File: src/rtl/seq_det_01011.sv
// seq_det_01011: Moore detector for the serial pattern 0-1-0-1-1 (arrival order) with
// overlapping detection and a saturating match counter.
//
// Ports:
//   clk       - clock, all state updates on the rising edge
//   rstn      - asynchronous reset, active HIGH despite the name
//   in        - serial data bit, sampled on each rising edge
//   out       - one-cycle detect pulse, high while the detector sits in S5
//   match_cnt - detections since reset, saturates at all-ones
module seq_det_01011 #(
    parameter int unsigned CNT_W = 8
) (
    input  logic             clk,
    input  logic             rstn,
    input  logic             in,
    output logic             out,
    output logic [CNT_W-1:0] match_cnt
);

    // Each state names the longest input suffix that is also a pattern prefix.
    typedef enum logic [2:0] {
        S0 = 3'd0,  // none
        S1 = 3'd1,  // "0"
        S2 = 3'd2,  // "01"
        S3 = 3'd3,  // "010"
        S4 = 3'd4,  // "0101"
        S5 = 3'd5   // "01011"
    } state_e;

    state_e state_q, state_d;

    always_comb begin
        state_d = S0;
        unique case (state_q)
            S0:      state_d = in ? S0 : S1;
            S1:      state_d = in ? S2 : S1;
            S2:      state_d = in ? S0 : S3;
            S3:      state_d = in ? S4 : S1;
            S4:      state_d = in ? S5 : S3;
            S5:      state_d = in ? S0 : S1;
            default: state_d = S0;  // unused encodings recover to S0
        endcase
    end

    always_ff @(posedge clk or posedge rstn) begin
        if (rstn) begin
            state_q <= S0;
        end else begin
            state_q <= state_d;
        end
    end

    // Registered decode of S5 so the pulse cannot glitch on multi-bit state changes.
    always_ff @(posedge clk or posedge rstn) begin
        if (rstn) begin
            out <= 1'b0;
        end else begin
            out <= (state_d == S5);
        end
    end

    always_ff @(posedge clk or posedge rstn) begin
        if (rstn) begin
            match_cnt <= '0;
        end else if ((state_d == S5) && (match_cnt != {CNT_W{1'b1}})) begin
            match_cnt <= match_cnt + 1'b1;
        end
    end

endmodule

File: config.mk
export PLATFORM = sky130hd
export DESIGN_NAME = seq_det_01011
export DESIGN_NICKNAME = d
export VERILOG_FILES = /design/src/rtl/seq_det_01011.sv
export SDC_FILE = /design/constraint.sdc
export NUM_CORES = 1
export LEC_CHECK = 0
export ABC_AREA = 1
export BUFFER_PORTS_ARGS = -buffer_cell sky130_fd_sc_hd__buf_2
export CORE_ASPECT_RATIO = 1.2
export CORE_UTILIZATION = 35
export DETAILED_ROUTE_END_ITERATION = 7
export PLACE_DENSITY = 0.52
export SETUP_SLACK_MARGIN = 0.5
export SLEW_MARGIN = 20
export SYNTH_ARGS = -nofsm -noshare
export SYNTH_HDL_FRONTEND = slang
export SYNTH_SLANG_ARGS = --single-unit
File: constraint.sdc
create_clock -name clk -period 2.81 [get_ports clk]
set_input_delay 0.562 -clock clk [delete_from_list [all_inputs] [get_ports clk]]
set_output_delay 0.562 -clock clk [all_outputs]
set_load 0.01 [all_outputs]
==> results.json <==
{
  "outcome": "completed",
  "cts_tree": "built",
  "firstDrtPassIters": 2,
  "dp.final_hpwl_um": 946,
  "portBuffers": 11,
  "crit_buf_inv": 1,
  "pwr_density_cell_nw_per_um2": 525,
  "avgViaCountPerCell": 4.73,
  "rsz0062_at_grt": "false",
  "worst-slew-pin-transition_ns": 0.479,
  "drc": 0,
  "drv_slew": 0,
  "finalCoreUtilization_pct": 45.7,
  "gp_congestion": 0.753,
  "hold_class": "input pin to async pin",
  "hold_violations": 0,
  "syn_nets": 89,
  "vdd_drop_max_mv": 0.362,
  "final_area_um2": 778,
  "slew_headroom_pct": 68.0,
  "cts_setup_buffers": 0,
  "clk_pin_slew_ns": 0.08,
  "slowest_stage": "dfrtp_1",
  "reg2reg_depth": 8,
  "rows": 16,
  "top_level_ports": 12,
  "dieHeight_um": 49.7,
  "grt_pass1_vias": 505,
  "p_leak_nw": 0.425,
  "drt_iter0_drc": 8,
  "fin_crit_sh_pct": 53.1,
  "clkLatencyLatePin_ns": 0.28,
  "synth_warnings": 0,
  "grt_max_degree": 13,
  "async_reset_ff_share_pct": 100,
  "multi_input_area_um2": 318,
  "cts_hold_buf": 0,
  "synth.distinct_cells": 20,
  "synth.most_common_cell": "nand2_1",
  "ys.flop_type": "dfrtp_1",
  "setup_viol": 0,
  "synth.largest_area_cell": "dfrtp_1",
  "skew_ns": 0.00217,
  "placed_area_um2": 742,
  "ys_ff_latch": 12,
  "cts_resized": 0,
  "die-width_um": 41.8,
  "synth_common_cells": "36 x nand2_1, 12 x dfrtp_1, 8 x inv_1",
  "synthTopCellsByArea": "dfrtp_1 45%, nand2_1 20%, inv_1 4.5%",
  "root_buffer": "clkbuf_4",
  "htree_levels": 1,
  "critical-path-top-delay-family": "flip-flops",
  "area_growth_pct": 17.1,
  "min_period_ns": 1.49,
  "syn_area_um2": 664,
  "grt_antenna_before_repair": 0,
  "wl_per_cell_um": 10.3,
  "path_depth": 1,
  "synth_edf_count": 0,
  "vias": 558,
  "seq_area_um2": 300,
  "cp_cell_sequence": "buf_2",
  "core-area_um2": 1700,
  "cp-end-kind": "primary output",
  "required_ns": 2.25,
  "n_antenna_cell": 0,
  "avgSynthCellArea_um2": 7.82,
  "path_class": "register to primary output",
  "clock_sink_count": 12,
  "wl_um": 1220,
  "ant_nets": 0,
  "grt_overflow": 0,
  "synth_seq_area_share_pct": 45.2,
  "arrival_ns": 0.93,
  "num-nets-final": 105,
  "fillerInstances": 173,
  "grt_pass1_wl_um": 2170,
  "synth_top_area_share_pct": 45.2,
  "clk_path_buf_depth": 2,
  "syn_inst": 85,
  "drv_cap": 0,
  "setup_tns_ns": 0,
  "grtUsageTotal_pct": 14.2,
  "max_stage_delay_ns": 0.48,
  "critPathMaxFanout": 6,
  "fmax_ghz": 0.670,
  "crit_path_start_kind": "register",
  "die_area_um2": 2080,
  "start_util_pct": 39.0,
  "drive_gt1_share_pct": 23.0,
  "cts_buffers": 3
}
metrics by stage:
stage	total power [mW]	setup WS (ns)	hold WS (ns)	instances
final	0.408	1.32	0.286	118
after floorplan	0.250	1.50	0.427	85
after CTS	0.415	1.30	0.295	118
after global placement	0.275	1.48	0.519	114
after global routing	0.433	1.26	0.333	118
after detailed placement	0.273	1.46	0.516	114
power breakdown:
group          internal, mW  switching (mW)  leakage, nW
Combinational        0.0257          0.0376        0.242
Sequential            0.189          0.0168        0.162
Clock                0.0789          0.0608       0.0210
Total                 0.293           0.115        0.425
worst paths after layout:
check	from	to	slack (ns)
worst max-delay path	match_cnt[3]	match_cnt[3]	1.32
worst min-delay path	rstn	match_cnt[4]	0.29
worst max register to register	match_cnt[0]	match_cnt[3]	1.47
worst min register to register	state_q[1]	state_q[1]	0.53
max in group asynchronous	rstn	match_cnt[0]	2.20
min in group clk	state_q[1]	state_q[1]	0.53
cell type report:
class / count / share of cell area, %
multi-input combinational: 62 / 40.8
tap: 18 / 2.89
inverter: 11 / 5.95
clock buffer: 4 / 4.66
timing repair buffer: 11 / 7.07
sequential: 12 / 38.6
sequential cells by signal, summed over array words and instances (netlist names):
signal     cells
state_q        3
match_cnt      8
out            1
cell families after synthesis:
family / count (synthesis) / share of synthesized area (%)
and+or+nand+nor: 50 / 35.6
DFF: 12 / 45.2
buffers and inverters: 11 / 6.97
AOI/OAI and AO/OA: 8 / 6.40
xor gates and xnor gates: 3 / 3.96
adders and majority gates: 1 / 1.88
routing by layer:
metal	up-vias	global-route usage (%)	wire (um)
li1	291	-	-
met1	255	16.5	553
met2	8	22.7	610
met3	4	2.20	27
met4	0	11.3	30
met5	-	0	0
layout by cell type, fill, tap and decap left out, types with 2 or more instances in the layout:
cell type / n
nand2_1: 36
dfrtp_1: 12
buf_2: 11
inv_1: 8
nor2_1: 4
nand3_1: 4
o21ai_0: 4
clkbuf_4: 3
nor2_4: 2
xor2_1: 2
a21oi_1: 2
Power figures use the tool's default switching activity.
